==> config.mk <==
export PLATFORM = sky130hd
export DESIGN_NAME = rr_grant_arbiter
export DESIGN_NICKNAME = d
export VERILOG_FILES = /design/src/rtl/rr_grant_arbiter.sv
export SDC_FILE = /design/constraint.sdc
export NUM_CORES = 1
export LEC_CHECK = 0
export BUFFER_PORTS_ARGS = -buffer_cell sky130_fd_sc_hd__buf_2
export CORE_AREA = 2 2 39 41
export DETAILED_ROUTE_END_ITERATION = 10
export DIE_AREA = 0 0 41 43
export GPL_ROUTABILITY_DRIVEN = 0
export PLACE_DENSITY = 0.83
export SKIP_LAST_GASP = 1
export SYNTH_ARGS = -nofsm -noshare
export SYNTH_HDL_FRONTEND = slang
export SYNTH_SLANG_ARGS = --single-unit
==> constraint.sdc <==
create_clock -name clk -period 3.13 [get_ports clk]
set_input_delay 0.1565 -clock clk [delete_from_list [all_inputs] [get_ports clk]]
set_output_delay 0.1565 -clock clk [all_outputs]
set_load 0.1 [all_outputs]
==> src/rtl/rr_grant_arbiter.sv <==
// Four-requester round-robin arbiter producing a registered grant index for a 2-to-4 decoder.
// Optional forced release after MAX_HOLD cycles when ARB_HOLD_LIMIT_EN is defined.
module rr_grant_arbiter #(
    parameter int MAX_HOLD = 8
) (
    input  logic       clk,
    input  logic       rst,
    input  logic [3:0] req,
    input  logic       done,
    output logic [1:0] gnt_idx,
    output logic       gnt_valid,
    output logic [7:0] gnt_count
);

    typedef enum logic {
        IDLE  = 1'b0,
        GRANT = 1'b1
    } state_t;

`ifdef ARB_HOLD_LIMIT_EN
    localparam logic HOLD_EN = 1'b1;
`else
    localparam logic HOLD_EN = 1'b0;
`endif
    localparam logic [7:0] HOLD_LAST = 8'(MAX_HOLD - 1);

    state_t     state, state_n;
    logic [1:0] last, last_n;
    logic [7:0] hold_cnt, hold_cnt_n;
    logic [1:0] gnt_idx_n;
    logic       gnt_valid_n;
    logic [7:0] gnt_count_n;

    logic       hold_hit;
    logic       release_grant;
    logic [1:0] search_ptr;
    logic [2:0] pick;

    // Returns {found, index}; the candidate after ptr has highest priority, ptr itself lowest.
    function automatic logic [2:0] rr_pick(input logic [1:0] ptr, input logic [3:0] r);
        logic [2:0] res;
        logic [1:0] cand;
        res = 3'b000;
        for (int k = 4; k >= 1; k--) begin
            cand = ptr + 2'(k);
            if (r[cand]) res = {1'b1, cand};
        end
        return res;
    endfunction

    function automatic logic [7:0] sat_inc8(input logic [7:0] v);
        return (v == 8'hFF) ? v : v + 8'd1;
    endfunction

    always_ff @(posedge clk) begin
        if (rst) begin
            state     <= IDLE;
            last      <= 2'd3;
            hold_cnt  <= 8'd0;
            gnt_idx   <= 2'b00;
            gnt_valid <= 1'b0;
            gnt_count <= 8'd0;
        end else begin
            state     <= state_n;
            last      <= last_n;
            hold_cnt  <= hold_cnt_n;
            gnt_idx   <= gnt_idx_n;
            gnt_valid <= gnt_valid_n;
            gnt_count <= gnt_count_n;
        end
    end

    always_comb begin
        hold_hit      = HOLD_EN && (hold_cnt == HOLD_LAST);
        release_grant = (state == GRANT) && (done || !req[gnt_idx] || hold_hit);
        // On release the pointer moves to the outgoing grantee before searching.
        search_ptr    = release_grant ? gnt_idx : last;
        pick          = rr_pick(search_ptr, req);
    end

    always_comb begin
        state_n     = state;
        last_n      = last;
        hold_cnt_n  = hold_cnt;
        gnt_idx_n   = gnt_idx;
        gnt_valid_n = gnt_valid;
        gnt_count_n = gnt_count;

        case (state)
            IDLE: begin
                if (pick[2]) begin
                    state_n     = GRANT;
                    gnt_idx_n   = pick[1:0];
                    gnt_valid_n = 1'b1;
                    gnt_count_n = gnt_count + 8'd1;
                    hold_cnt_n  = 8'd0;
                end
            end
            GRANT: begin
                if (release_grant) begin
                    last_n = gnt_idx;
                    if (pick[2]) begin
                        gnt_idx_n   = pick[1:0];
                        gnt_count_n = gnt_count + 8'd1;
                        hold_cnt_n  = 8'd0;
                    end else begin
                        state_n     = IDLE;
                        gnt_valid_n = 1'b0;
                    end
                end else begin
                    hold_cnt_n = sat_inc8(hold_cnt);
                end
            end
            default: begin
                state_n     = IDLE;
                gnt_valid_n = 1'b0;
            end
        endcase
    end

endmodule

==> results.cfg, run 1 <==
[outcome]
status = finished, final reports clean

[yosys]
synth_edf_count = 0
synth_compound_area_share_pct = 13.1
avgSynthCellArea_um2 = 9.18
netlist_area_um2 = 679
syn-num-nets = 82
synth_xor_area_share_pct = 9.02
synthSimpleGateAreaFrac_pct = 25.2
ys_warn_count = 0
synth_fa_ha_area_share_pct = 3.31
ys_top_cells_by_count = dfxtp_1 (14), nor2_1 (13), xor2_1 (5), mux2i_1 (4)
seq_area_frac_synth_pct = 41.3
synth_top_area_cell = dfxtp_1
synth_top_area_share_pct = 41.3
async_reset_ff_share_pct = 0
synth_most_common_cell = dfxtp_1
synthCells = 74
synth-seq-cells = 14
muxShareOfSynthArea_pct = 5.89
synth_area_leaders = dfxtp_1 (41%), nor2_1 (7.2%), xor2_1 (6.4%), mux2i_1 (5.9%), xnor2_1 (2.6%)
ys_types = 31
synth_top_family_by_area = simple AND/OR/NAND/NOR gates
ys.flop_type = dfxtp_1

[grt]
grt_pass1_wl_um = 2110
antenna_found_initial = 0
grt_max_degree = 16
grt_usage_pct = 17.3
grt_pass1_vias = 493
overflow = 0

[floorplanning]
ios = 18
start_util_pct = 49.1
rows = 14
die_area_mm2 = 0.00176
fp.dieH_um = 43
core_mm2 = 0.00138
die_x_um = 41

[critical_path]
crit_end = gnt_idx[0]$_SDFFE_PP0P_
critPathArrivalTime_ps = 2160
reg2reg_to = gnt_idx[0]$_SDFFE_PP0P_
reg2reg_setup_slack_ps = 1180
crit_type = reg -> reg
crit_required_ps = 3330
crit_start = gnt_idx[0]$_SDFFE_PP0P_
reg2regPathDepth = 6
end_kind = flop
r2r_start = gnt_idx[0]$_SDFFE_PP0P_
startpoint_type = flop
path_max_fanout = 6

[drt]
dr.pass1.iters = 4
m1WireLength_um = 653
drt_iter0_markers = 13
dr_wl_met2_um = 603
top_layer = met4
drc = 0
viasPerCell = 5.56
post_drt_wl_per_cell_um = 12.4
ant_nets = 0
wirelength_um = 1360
via_count = 612
met3_length_um = 91

[placement]
numPortBuffers = 17
hpwlAfterDp_um = 990
placedCellCount = 106

[clocking]
htree_levels = 1
cts_buffers = 3
cts_hold_buf = 0
cts_setup_buffers = 0
cts-resized-gates = 0
worstSkewPairLatency_ps = 270
cts_tree = yes
clk_pin_slew_ps = 80
max-clock-path-buffers = 2
clock-sinks = 14
clockRootBuffer = clkbuf_4

[cells_and_area]
n_fill_cell = 128
num_antenna_cells = 0
fin_cells = 110
layout.nets = 103
multi_input_area_um2 = 384
area_growth_pct = 20.3
seqCellArea_um2 = 280
drive_gt1_share_pct = 26.6

[power]
powerDensity_mw_per_mm2 = 619
p_int_uw = 308
combPwrFrac_pct = 33.4
power.share.clock_pct = 25.1
peakVddDrop_mv = 0.330
seq_power_share_pct = 41.5
power.switching_uw = 197
p_sw_share_pct = 39.0
power_leakage_uw = 0.000365

[flow_run]
cap_violations = 0

[sta]
final.period_utilization_pct = 62.4
rsz0062_at_grt = false
relSlewSlack_pct = 53.8
fin_skew_ps = 0.522
final-hold-violation-count = 0
max_freq_mhz = 512
slew_violations = 0
setup_tns_ps = 0
setup_viol = 0
worst_pin_slew_ps = 687
period_needed_ps = 1950

[worst_hold_path]
min_path_type = in -> reg
metal layers:
metal,up-vias,global-route usage (%)
li1,303,-
met1,285,24.4
met2,22,24.7
met3,2,3.14
met4,0,8.00
met5,-,0
cells in the final DEF, fill, tap and decap left out, drive strengths merged, types with 3 or more instances in the layout:
cell / netlist / layout
buf: 0 / 17
clkbuf: 1 / 4
dfxtp: 14 / 14
inv: 3 / 3
mux2i: 4 / 4
nand3: 3 / 3
nor2: 13 / 13
xor2: 5 / 5
through the flow:
stage / power, µW / hold WS [ps] / util, % / setup slack (ps) / instance area [µm²]
CTS: 509 / 216 / 59.0 / 1170 / 817
finish: 505 / 228 / 59.0 / 1180 / 817
floorplan: 352 / 253 / - / 680 / 679
global placement: 378 / 466 / 56.4 / 1220 / 781
global route: 532 / 229 / 59.0 / 1030 / 817
detailed placement: 383 / 499 / 56.4 / 1190 / 781
power groups by stage:
stage               combinational [µW]  sequential [µW]  clock (µW)
floorplan                         58.8              293           0
global placement                   166              212           0
detailed placement                 169              214           0
CTS                                170              210         130
global route                       180              212         140
finish                             169              210         127
area by class of cell:
cell class | count | share of cell area, %
well taps | 16 | 2.45
multi-input cells | 56 | 47.0
inverters | 3 | 1.38
flip-flops and latches | 14 | 34.3
repair buffers | 17 | 10.4
clock buffers | 4 | 4.44
worst min path at each step:
stage / from / depth (start not counted) / slack, ps / to
floorplan: rst / 1 / 250 / last[1]$_SDFFE_PP1P_
global placement: req[0] / 3 / 470 / state$_SDFF_PP0_
detailed placement: rst / 2 / 500 / gnt_count[7]$_SDFFE_PP0P_
CTS: rst / 2 / 220 / gnt_count[7]$_SDFFE_PP0P_
global route: rst / 2 / 230 / gnt_count[6]$_SDFFE_PP0P_
finish: rst / 2 / 230 / gnt_count[7]$_SDFFE_PP0P_
critical path, stage by stage, from the launching register on:
cell and delay, ps:
dfxtp_1 360, or2_2 320, o221ai_1 220, mux2i_1 340
nor2_1 100, or3_1 370, a41oi_2 180
cells by family after synthesis:
family | Yosys count
compound gates | 11
xor+xnor | 7
fa+ha+maj | 2
buf+inv | 4
flops | 14
mux | 4
simple gates | 32
flip-flops by register name, summed over array words and instances (netlist names):
name       cells
last           2
gnt_idx        2
gnt_valid      1
gnt_count      8
state          1
(Power assumes the default switching activity.)
==> run 2, diff against run 1 <==
ABC_AREA = 1   (was not set)
CORE_AREA = not set   (was 2 2 39 41)
CORE_UTILIZATION = 53   (was not set)
DIE_AREA = not set   (was 0 0 41 43)
PLACE_DENSITY = 0.82   (was 0.83)
clock period = 1.8 ns   (was 3.13 ns; I/O delays follow)
==> run 2 against run 1 <==
  * Sequential share of layout area decreased by 8.7 points
  * Combinational power increased to 6.2 times the previous value
  * Total power grew to 3.3 times the previous value
  * Wire length is 36% higher
  * Cell count is 57% higher
  * Critical path depth increased by 11
  * Critical endpoint unchanged
==> results.cfg, run 2 <==
[drt]
via_count = 920
viasPerCell = 5.32
dr.pass1.iters = 4
ant_nets = 0
drc = 0
post_drt_wl_per_cell_um = 10.7
drt_iter0_markers = 14
wirelength_um = 1850

[sta]
relSlewSlack_pct = 67.7
final-hold-violation-count = 0
rsz0062_at_grt = true
max_freq_mhz = 585
period_needed_ps = 1710
worst_pin_slew_ps = 488
final.period_utilization_pct = 95.0
finalWorstSetupSlack_ps = 90.6
setup_viol = 0
fin_skew_ps = 5.69
setup_tns_ps = 0
slew_violations = 0

[yosys]
netlist_area_um2 = 893
synth_edf_count = 0
seq_area_frac_synth_pct = 31.4
synth_most_common_cell = nand2_1
synth_area_leaders = dfxtp_1 (31%), nand2_1 (14%), nand2_2 (9.1%), inv_1 (7.6%), nand3_1 (6.2%)
avgSynthCellArea_um2 = 6.82
synthCells = 131
synth-seq-cells = 14
ys.flop_type = dfxtp_1
syn-num-nets = 139
synth_top_area_share_pct = 31.4
ys_types = 23
synth_top_area_cell = dfxtp_1
ys_warn_count = 0
ys_top_cells_by_count = nand2_1 (34), inv_1 (18), dfxtp_1 (14), nand2_2 (13), nand3_1 (11)
async_reset_ff_share_pct = 0

[floorplanning]
core_mm2 = 0.00154
fp.dieH_um = 43.1
die_area_mm2 = 0.00185
rows = 14
start_util_pct = 58.0
die_x_um = 43.1
ios = 18

[clocking]
clock-sinks = 14
worstSkewPairLatency_ps = 280
max-clock-path-buffers = 2
cts_tree = yes
htree_levels = 1
cts_buffers = 3
clockRootBuffer = clkbuf_4
clk_pin_slew_ps = 80

[critical_path]
crit_type = reg -> reg
critPathArrivalTime_ps = 1920
reg2reg_setup_slack_ps = 90
startpoint_type = flop
crit_required_ps = 2010
path_max_fanout = 6
end_kind = flop

[placement]
place_ws_ps = 135
hpwlAfterDp_um = 1390
numPortBuffers = 17

[flow_run]
cap_violations = 0

[cells_and_area]
largest_register = gnt_count
num_antenna_cells = 0
area_growth_pct = 28.6
final_common_cell = nand2_1
largest_register_ffs = 8
largestRegisters = gnt_count (8), gnt_idx (2), last (2)
final_cell_mix = nand2_1 (28), inv_1 (18), buf_2 (17), nand2_2 (14), nand3_1 (9)
layout.nets = 166
drive_gt1_share_pct = 43.9

[grt]
antenna_found_initial = 0
grt_max_degree = 12
grt_pass1_vias = 843
overflow = 0
grt_usage_pct = 23.5
grt_pass1_wl_um = 3380

[power]
power_uw = 1680
powerDensity_mw_per_mm2 = 1460
power_leakage_uw = 0.000595
peakVddDrop_mv = 1.07

[outcome]
status = finished, final reports clean

[worst_hold_path]
min_path_type = in -> reg
run 2: worst max-delay path, stage by stage (launching register included):
cell and delay (ps):
dfxtp_4 380, inv_4 70, nand2_2 50, nand3_2 60
nand2_2 70, nand2_4 100, nand2_4 80, nand2_4 120
nand2_8 80, nand2_2 70, nand2_2 60, nand2_1 80
nand2_1 60, nand2_2 70, nand2_1 50, nand2_1 60
nand3_2 60, a21oi_2 110
run 2: metal layers:
metal	vias to the layer above	track usage, %	part of all wire, %
li1	474	-	-
met1	424	29.4	48
met2	20	40.9	48
met3	2	3.83	3.2
met4	0	7.27	0.38
met5	-	0	0
run 2: path summary, 6_finish.rpt:
check / start / cells past startpoint / to
max: gnt_idx[0]$_SDFFE_PP0P_ / 17 / gnt_idx[0]$_SDFFE_PP0P_
min: req[2] / 5 / state$_SDFF_PP0_
max reg2reg: gnt_idx[0]$_SDFFE_PP0P_ / 17 / gnt_idx[0]$_SDFFE_PP0P_
min reg2reg: gnt_count[0]$_SDFFE_PP0P_ / 1 / gnt_count[0]$_SDFFE_PP0P_
run 2: logic make-up after synthesis:
| family | after synthesis | synth area share [%] |
|---|---|---|
| simple gates | 76 | 45.7 |
| buf+inv | 22 | 9.24 |
| compound gates | 17 | 11.2 |
| flops | 14 | 31.4 |
| fa+ha+maj | 2 | 2.52 |
run 2: cell type report:
cell class | instances | area (µm²)
Tap cell | 16 | 20.0
Clock buffer | 4 | 26.3
Inverter | 21 | 81.3
Timing Repair Buffer | 23 | 133
Sequential cell | 14 | 294
Multi-Input combinational cell | 95 | 594
Fill cell | 119 | 393
run 2: report_power, final:
group / internal (µW) / leakage [µW] / switching (µW) / total [µW]
Clock: 85.9 / 0.0000150 / 98.0 / 184
Sequential: 378 / 0.000118 / 60.8 / 439
Combinational: 311 / 0.000462 / 743 / 1050
run 2: through the flow:
step / hold WS [ps] / utilization (%) / instance area [µm²] / cells
finish: 241 / 74.5 / 1150 / 173
detailed placement: 291 / 65.9 / 1020 / 164
CTS: 223 / 68.3 / 1050 / 169
global placement: 286 / 65.9 / 1020 / 164
global route: 300 / 74.5 / 1150 / 173
floorplan: 143 / - / 907 / 131
run 2: timing repair:
| item | in CTS | in global routing |
|---|---|---|
| buffers inserted | 0 | 4 |
| hold buffers | 1 | 0 |
| hold endpoints to repair | 1 | 0 |
| endpoints found under the setup margin | 0 | 5 |
| resized for setup | 0 | 16 |
==> run 3, diff against run 2 <==
CORE_ASPECT_RATIO = 1.4   (was not set)
CORE_UTILIZATION = 35   (was 53)
PLACE_DENSITY = 0.6   (was 0.82)
==> run 3 against run 2 <==
  * Via count down 3.2%
  * Highest routed layer unchanged
  * Global-route usage shrank 8.2 points
  * Critical path depth is the same
  * Count of clock-buffer cells in the layout shrank 1
  * Cell count rose by 9.8%
  * Wire length increased by 6.7%
  * Register-to-register slack hardly changed
==> results.cfg, run 3 (synthesis gave the netlist of run 2 again) <==
[outcome]
status = finished, final reports clean

[flow_run]
cap_violations = 0

[critical_path]
path_max_fanout = 7
crit_type = reg -> reg
crit_required_ps = 2020
crit_top_cell = nand2_1
path_delay_family = simple AND/OR/NAND/NOR gates
critical_path_buf_inv_count = 2
path_cells = inv_4, nand2_1, nand3_2, nand2_2, nand2_4, nand2_4, nand2_4, nand2_8, nand2_2, nand2_2, nand2_1, nand2_1, inv_2, nand2_1, nand2_1, nand3_2, a21oi_2
slowest_stage = dfxtp_4
end_kind = flop
reg2reg_setup_slack_ps = 110
slowest_delay_ps = 370
startpoint_type = flop
critPathArrivalTime_ps = 1910

[cells_and_area]
largestRegisters = gnt_count (8), gnt_idx (2), last (2)
final_common_cell = nand2_1
largest_register = gnt_count
num_antenna_cells = 0
final_cell_mix = nand2_1 (29), inv_1 (18), buf_2 (17), nand2_2 (16), nand3_1 (10)
largest_register_ffs = 8
fin_util_pct = 47.2
area_growth_pct = 27.6
drive_gt1_share_pct = 42.3
layout.nets = 166

[clocking]
cts_tree = yes
clk_pin_slew_ps = 80
cts_buffers = 3
clockRootBuffer = clkbuf_4
clock-sinks = 14
worstSkewPairLatency_ps = 280
max-clock-path-buffers = 2
htree_levels = 1

[power]
power_leakage_uw = 0.000575
powerDensity_mw_per_mm2 = 1460
power_uw = 1670
peakVddDrop_mv = 0.659

[floorplanning]
die_area_mm2 = 0.00276
fp.dieH_um = 61.8
ios = 18
start_util_pct = 37.0
rows = 21
core_mm2 = 0.00242
die_x_um = 44.7

[drt]
wirelength_um = 1970
drc = 0
viasPerCell = 4.69
via_count = 891
post_drt_wl_per_cell_um = 10.4
dr.pass1.iters = 4
drt_iter0_markers = 27
ant_nets = 0

[sta]
final-hold-violation-count = 0
slew_violations = 0
rsz0062_at_grt = true
setup_viol = 0
max_freq_mhz = 590
period_needed_ps = 1690
worst_pin_slew_ps = 489
relSlewSlack_pct = 67.6
setup_tns_ps = 0
hold_ws_ps = 223
fin_skew_ps = 2.35
final.period_utilization_pct = 94.1

[placement]
hpwlAfterDp_um = 1440
numPortBuffers = 17

[grt]
met1_usage_pct = 19.8
grtUsageMet2_pct = 25.0
overflow = 0
grt.busiest_layer = met2
grt_pass1_vias = 763
grt_usage_pct = 15.3
grtUsageMet3_pct = 1.73
antenna_found_initial = 0
grt_max_degree = 12
grt_pass1_wl_um = 3150

[worst_hold_path]
min_path_type = in -> reg
## run 3: changes by cell type in the layout (fill, tap and decap cells not counted), sizes merged
cell / change
clkbuf: -1
## run 3: final timing paths
path                            cells after the start                   endpoint                 startpoint
worst max-delay path                               17    gnt_idx[0]$_SDFFE_PP0P_    gnt_idx[0]$_SDFFE_PP0P_
worst min-delay path                                5           state$_SDFF_PP0_                     req[2]
worst max register to register                     17    gnt_idx[0]$_SDFFE_PP0P_    gnt_idx[0]$_SDFFE_PP0P_
worst min register to register                      1  gnt_count[0]$_SDFFE_PP0P_  gnt_count[0]$_SDFFE_PP0P_
## run 3: area by class of cell
type	instances	area [µm²]
multi-input combinational	95	567
tap	34	42.5
sequential	14	294
inverter	21	81.3
fill	262	1280
clock buffer	3	22.5
timing repair buffer	23	133
## run 3: worst register-to-register path: stages (launching register included)
cell and delay, ps:
dfxtp_4 370, inv_4 60, nand2_1 60, nand3_2 60
nand2_2 70, nand2_4 110, nand2_4 80, nand2_4 120
nand2_8 80, nand2_2 80, nand2_2 60, nand2_1 70
nand2_1 60, inv_2 70, nand2_1 50, nand2_1 60
nand3_2 70, a21oi_2 100
## run 3: timing repair
item | CTS | global route
resized for setup | 0 | 10
endpoints found under the hold margin | 1 | 0
buffers inserted | 0 | 4
endpoints found under the setup margin | 0 | 2
hold buffers | 1 | 0
## run 3: layer usage
| layer | share of wire [%] | vias to the layer above | wire [µm] |
|---|---|---|---|
| li1 | - | 470 | - |
| met1 | 45 | 396 | 884 |
| met2 | 49 | 20 | 976 |
| met3 | 3.4 | 5 | 67 |
| met4 | 2.1 | 0 | 42 |
| met5 | 0 | - | 0 |
## run 3: per-stage QoR
| step | std cells | setup slack [ps] | cell area (µm²) |
|---|---|---|---|
| after floorplan | 131 | 13.5 | 907 |
| after global placement | 182 | 170 | 1040 |
| after detailed placement | 182 | 147 | 1040 |
| after CTS | 186 | 121 | 1070 |
| after global routing | 190 | -24.7 | 1140 |
| final | 190 | 106 | 1140 |
## run 3: power by group
part / total, µW / leakage (µW) / switching [µW] / internal (µW)
sequential: 437 / 0.000118 / 59.4 / 378
clock: 178 / 0.0000138 / 99.8 / 77.7
combinational: 1050 / 0.000443 / 736 / 315
total: 1670 / 0.000575 / 895 / 770
